--- src/rtl/pipe_hazard_ctrl.sv ---
// Pipeline hazard controller: memory-wait freeze, branch flush and load-use stall.
// Optional macro PIPE_STALL_CNT_EN adds a saturating 16-bit stall-cycle counter.
module pipe_hazard_ctrl (
    input  logic       clk,
    input  logic       rst_n,
    input  logic       ID_EX_MR,
    input  logic [4:0] ID_EX_DA,
    input  logic [4:0] IF_ID_AA,
    input  logic [4:0] IF_ID_BA,
    input  logic       Branch_Taken,
    input  logic       Mem_Req,
    input  logic       Mem_Ready,
    output logic       PC_Write,
    output logic       IF_ID_Write,
    output logic       ID_EX_Write,
    output logic       EX_MEM_Write,
    output logic       IF_ID_Flush,
    output logic       ID_EX_Flush,
    output logic       M_Stall,
    output logic       Mem_Timeout,
    output logic [1:0] Ctrl_State
`ifdef PIPE_STALL_CNT_EN
    ,
    output logic [15:0] Stall_Cnt
`endif
);

    localparam int unsigned WAIT_W  = 8;
    localparam int unsigned STALL_W = 16;
    localparam logic [WAIT_W-1:0] WAIT_MAX = '1;

    typedef enum logic [1:0] {
        ST_RUN      = 2'b00,
        ST_MEM_WAIT = 2'b01,
        ST_FLUSH    = 2'b10,
        ST_RSVD     = 2'b11
    } state_t;

    state_t              r_state;
    state_t              w_next_state;
    logic                w_freeze;
    logic                w_branch;
    logic                w_load_use;
    logic [WAIT_W-1:0]   r_wait_cnt;
    logic [WAIT_W-1:0]   w_wait_cnt_nxt;
    logic                r_timeout;

    // Hazard events are masked during reset so outputs show idle RUN behaviour.
    assign w_freeze   = rst_n & Mem_Req & ~Mem_Ready;
    assign w_branch   = rst_n & Branch_Taken;
    assign w_load_use = rst_n & ID_EX_MR & (ID_EX_DA != 5'd0) &
                        ((ID_EX_DA == IF_ID_AA) | (ID_EX_DA == IF_ID_BA));

    always_ff @(posedge clk or negedge rst_n) begin
        if (!rst_n) begin
            r_state <= ST_RUN;
        end else begin
            r_state <= w_next_state;
        end
    end

    // Priority: freeze > taken branch > post-redirect squash > load-use.
    always_comb begin
        PC_Write     = 1'b1;
        IF_ID_Write  = 1'b1;
        ID_EX_Write  = 1'b1;
        EX_MEM_Write = 1'b1;
        IF_ID_Flush  = 1'b0;
        ID_EX_Flush  = 1'b0;
        M_Stall      = 1'b0;
        w_next_state = ST_RUN;
        if (w_freeze) begin
            PC_Write     = 1'b0;
            IF_ID_Write  = 1'b0;
            ID_EX_Write  = 1'b0;
            EX_MEM_Write = 1'b0;
            w_next_state = ST_MEM_WAIT;
        end else if (w_branch) begin
            IF_ID_Flush  = 1'b1;
            ID_EX_Flush  = 1'b1;
            w_next_state = ST_FLUSH;
        end else if (r_state == ST_FLUSH) begin
            // Squash the fetch issued while the PC was being redirected.
            IF_ID_Flush  = 1'b1;
            w_next_state = ST_RUN;
        end else if (w_load_use) begin
            PC_Write     = 1'b0;
            IF_ID_Write  = 1'b0;
            ID_EX_Flush  = 1'b1;
            M_Stall      = 1'b1;
            w_next_state = ST_RUN;
        end
    end

    // Wait counter clears on entry to MEM_WAIT and saturates while waiting.
    always_comb begin
        w_wait_cnt_nxt = r_wait_cnt;
        if (r_state != ST_MEM_WAIT) begin
            if (w_next_state == ST_MEM_WAIT) begin
                w_wait_cnt_nxt = '0;
            end
        end else if (r_wait_cnt != WAIT_MAX) begin
            w_wait_cnt_nxt = r_wait_cnt + WAIT_W'(1);
        end
    end

    always_ff @(posedge clk or negedge rst_n) begin
        if (!rst_n) begin
            r_wait_cnt <= '0;
            r_timeout  <= 1'b0;
        end else begin
            r_wait_cnt <= w_wait_cnt_nxt;
            r_timeout  <= r_timeout | (w_wait_cnt_nxt == WAIT_MAX);
        end
    end

    assign Mem_Timeout = r_timeout;
    assign Ctrl_State  = r_state;

`ifdef PIPE_STALL_CNT_EN
    logic [STALL_W-1:0] r_stall_cnt;

    // Counts cycles in which the PC is held, saturating at all-ones.
    always_ff @(posedge clk or negedge rst_n) begin
        if (!rst_n) begin
            r_stall_cnt <= '0;
        end else if (!PC_Write && (r_stall_cnt != {STALL_W{1'b1}})) begin
            r_stall_cnt <= r_stall_cnt + STALL_W'(1);
        end
    end

    assign Stall_Cnt = r_stall_cnt;
`endif

endmodule

--- config.mk ---
export PLATFORM = sky130hd
export DESIGN_NAME = pipe_hazard_ctrl
export DESIGN_NICKNAME = d
export VERILOG_FILES = /design/src/rtl/pipe_hazard_ctrl.sv
export SDC_FILE = /design/constraint.sdc
export NUM_CORES = 1
export LEC_CHECK = 0
export CAP_MARGIN = 20
export CORE_MARGIN = 4
export CORE_UTILIZATION = 36
export DETAILED_ROUTE_END_ITERATION = 12
export PLACE_DENSITY = 0.67
export SLEW_MARGIN = 0
export SYNTH_ARGS = -nofsm -noshare
export SYNTH_HDL_FRONTEND = slang
export SYNTH_SLANG_ARGS = --single-unit
--- constraint.sdc ---
create_clock -name clk -period 6.5 [get_ports clk]
set_input_delay 1.95 -clock clk [delete_from_list [all_inputs] [get_ports clk]]
set_output_delay 1.95 -clock clk [all_outputs]
set_load 0.05 [all_outputs]
==> impl_metrics.toml <==
[min_path]
hold_start = "Mem_Timeout"
hold_path_class = "flip-flop to flip-flop"
holdPathEnd = "Mem_Timeout"
hold_path_depth = 1

[synthesis]
synth_flop_cell = "dfrtp_1"
synth-seq-area-share_pct = 33.4
yosys.area_share.simple_pct = 29.3
synthXorXnorAreaFrac_pct = 10.6
synthMuxAreaShare_pct = 2.43
syn_area_per_cell_um2 = 8.95
synthDistinctLibCells = 39
synth-seq-cells = 11
synth_area_leaders = "dfrtp_1 (33%), xnor2_1 (6.4%), xor2_1 (4.3%)"
ys.warnings.count = 0
netlist_instances = 92
synth-async-reset-ratio_pct = 100
post-synth-top-area-cell = "dfrtp_1"
synth_edf_count = 0
yosysTopAreaCellShare_pct = 33.4
synth_compound_area_share_pct = 17.5
syn-cell-area_um2 = 823
synth_fp_nets = 114
synth_top_family_by_area = "simple AND/OR/NAND/NOR gates"
synth_fa_ha_area_share_pct = 1.52
yosysMostFrequentCell = "dfrtp_1"
yosys-top-cells-count = "dfrtp_1 (11), nand2_1 (6), nand3_1 (6), nor3_1 (6), xnor2_1 (6)"

[power_and_ir_drop]
ir_drop_v = 0.000128
powerDensity_nw_per_um2 = 155
power_leakage_nw = 0.450

[critical_path]
cp_max_fo = 7
critPathCaptureType = "output port"
max_stage_delay_ns = 0.81
crit_chain = "clkdlybuf4s50_1, nand3b_2, clkinv_1, a21oi_1, clkdlybuf4s50_1"
timing.rr.start = "Ctrl_State[0]"
rr_worst_depth = 5
cp.required_ns = 4.55
regToRegSetupSlack_ns = 4.59
startpoint = "rst_n"
r2r_end = "Mem_Timeout"
crit_arrival_ns = 3.77
start_kind = "input pin"
crit_path_frequent_cell = "clkdlybuf4s50_1"
crit_slowest_cell = "clkdlybuf4s50_1"
timing.setup.critical_path_class = "input pin to output port"

[placed_design]
dp_hpwl_um = 1780
place_inst = 147
gp_congestion = 0.936
numPortBuffers = 30

[floorplanning]
pin_count = 31
core-area_um2 = 2190
fp-row-count = 17
design.die.area_um2 = 3120
dieWidth_um = 55.8
fp.dieH_um = 55.8
initial_core_util_pct = 37.6

[cts]
root_buffer = "clkbuf_4"
clk_path_buf_depth = 2
numCtsBuffers = 3
path_clk_slew_ns = 0.07
clock-sinks = 11
cts-resized-gates = 0
clock_latency_ns = 0.26
htree_num_levels = 1
cts_tree = "built"
post_cts_buffers = 0
ctsHoldBuffers = 0

[detailed_routing]
route.detailed.drc = 0
wire_per_inst_um = 14.2
first_pass_iters = 4
postRouteWirelength_um = 2140
drt-initial-drc-count = 16
ant_nets = 0
vias_per_cell = 5.28
vias = 797

[sta]
setup_violations = 0
setup_tns_ns = 0
maxSlewViolCount = 0
rsz0062_at_grt = "no"
fmax_mhz = 175
relSlewSlack_pct = 61.8
finalCriticalPeriod_ns = 5.72
fin_skew_ns = 0.00132
finalHoldViolCount = 0
worst_pin_slew_ns = 0.572
finalCritPeriodShare_pct = 88.0

[global_routing]
grt_overflow = 0
globalRouteTotalUtil_pct = 14.1
grt_pass1_wl_um = 3570
grt_pass1_vias = 773
grt_max_degree = 13
antenna_found_initial = 0

[cells_and_area]
drive_above_1_share_pct = 11.4
syn_to_final_growth_pct = 40.3
diodes = 0
fillers = 207
layout.cells.non_filler = 151
final_util_pct = 52.7
nets = 146

[outcome]
outcome = "completed"

[run]
cap_violations = 0
## kinds of logic (layout without fill, tap and decap cells)
group | after synthesis | in the layout
compound gates | 20 | 20
xor+xnor | 10 | 10
fa+ha+maj | 1 | 1
buf+inv | 8 | 39
flops | 11 | 11
mux | 2 | 2
simple gates | 40 | 40
## registers in the layout (all words and copies together) (netlist names)
name and cells:
r_wait_cnt 8, Ctrl_State 2, Mem_Timeout 1
## worst max path at each step
stage	depth (start not counted)	slack (ns)	end
detailed placement	5	0.78	IF_ID_Flush
CTS	5	0.77	IF_ID_Flush
finish	5	0.78	IF_ID_Flush
global route	5	0.64	IF_ID_Flush
floorplan	3	0.95	M_Stall
global placement	5	0.82	IF_ID_Flush
## critical path, delay by kind of cell
kind	cells	cell delay, ns
simple gates	1	0.21
buf+inv	3	1.47
compound gates	1	0.14
## stage by stage
step / instance area [um2] / setup WS (ns) / power [mW] / hold slack (ns)
finish: 1150 / 0.778 / 0.179 / 0.475
global route: 1150 / 0.639 / 0.188 / 0.511
CTS: 1150 / 0.770 / 0.180 / 0.488
detailed placement: 1130 / 0.777 / 0.134 / 0.471
global placement: 1130 / 0.819 / 0.134 / 0.457
floorplan: 823 / 0.954 / 0.109 / 0.520
## layer usage
| layer | vias to the layer above | GRT usage [%] | share of wire [%] |
|---|---|---|---|
| li1 | 403 | - | - |
| met5 | - | 0 | 0 |
| met1 | 374 | 18.8 | 46 |
| met3 | 2 | 2.55 | 4.3 |
| met4 | 0 | 5.76 | 0.47 |
| met2 | 18 | 22.3 | 49 |
## cell usage in the layout (no fill, tap or decap), drive strengths merged, types with 2 or more instances in the layout
cell	Yosys	layout
clkdlybuf4s50	0	26
dfrtp	11	11
nand3	7	7
nor3	7	7
nand2	6	6
xnor2	6	6
buf	4	5
nand2b	4	4
a21oi	4	4
xor2	4	4
o21ai	4	4
clkbuf	0	4
nor2	3	3
and3	3	3
inv	3	3
nand4	2	2
mux2i	2	2
o211ai	2	2
a31oi	2	2
nand3b	2	2
## report_power, final
| group | total (mW) | switching (mW) | internal [mW] |
|---|---|---|---|
| Clock | 0.0458 | 0.0221 | 0.0237 |
| Sequential | 0.0793 | 0.00647 | 0.0728 |
| Combinational | 0.0539 | 0.0275 | 0.0264 |
## final cells by class
class | count | area (um2) | area share [%]
Multi-Input combinational cell | 73 | 505 | 43.8
Timing Repair Buffer | 31 | 298 | 25.8
Inverter | 4 | 15.0 | 1.30
Tap cell | 28 | 35.0 | 3.03
Sequential cell | 11 | 275 | 23.8
Clock buffer | 4 | 26.3 | 2.28
No activity file was read; power rests on OpenSTA's default activity.
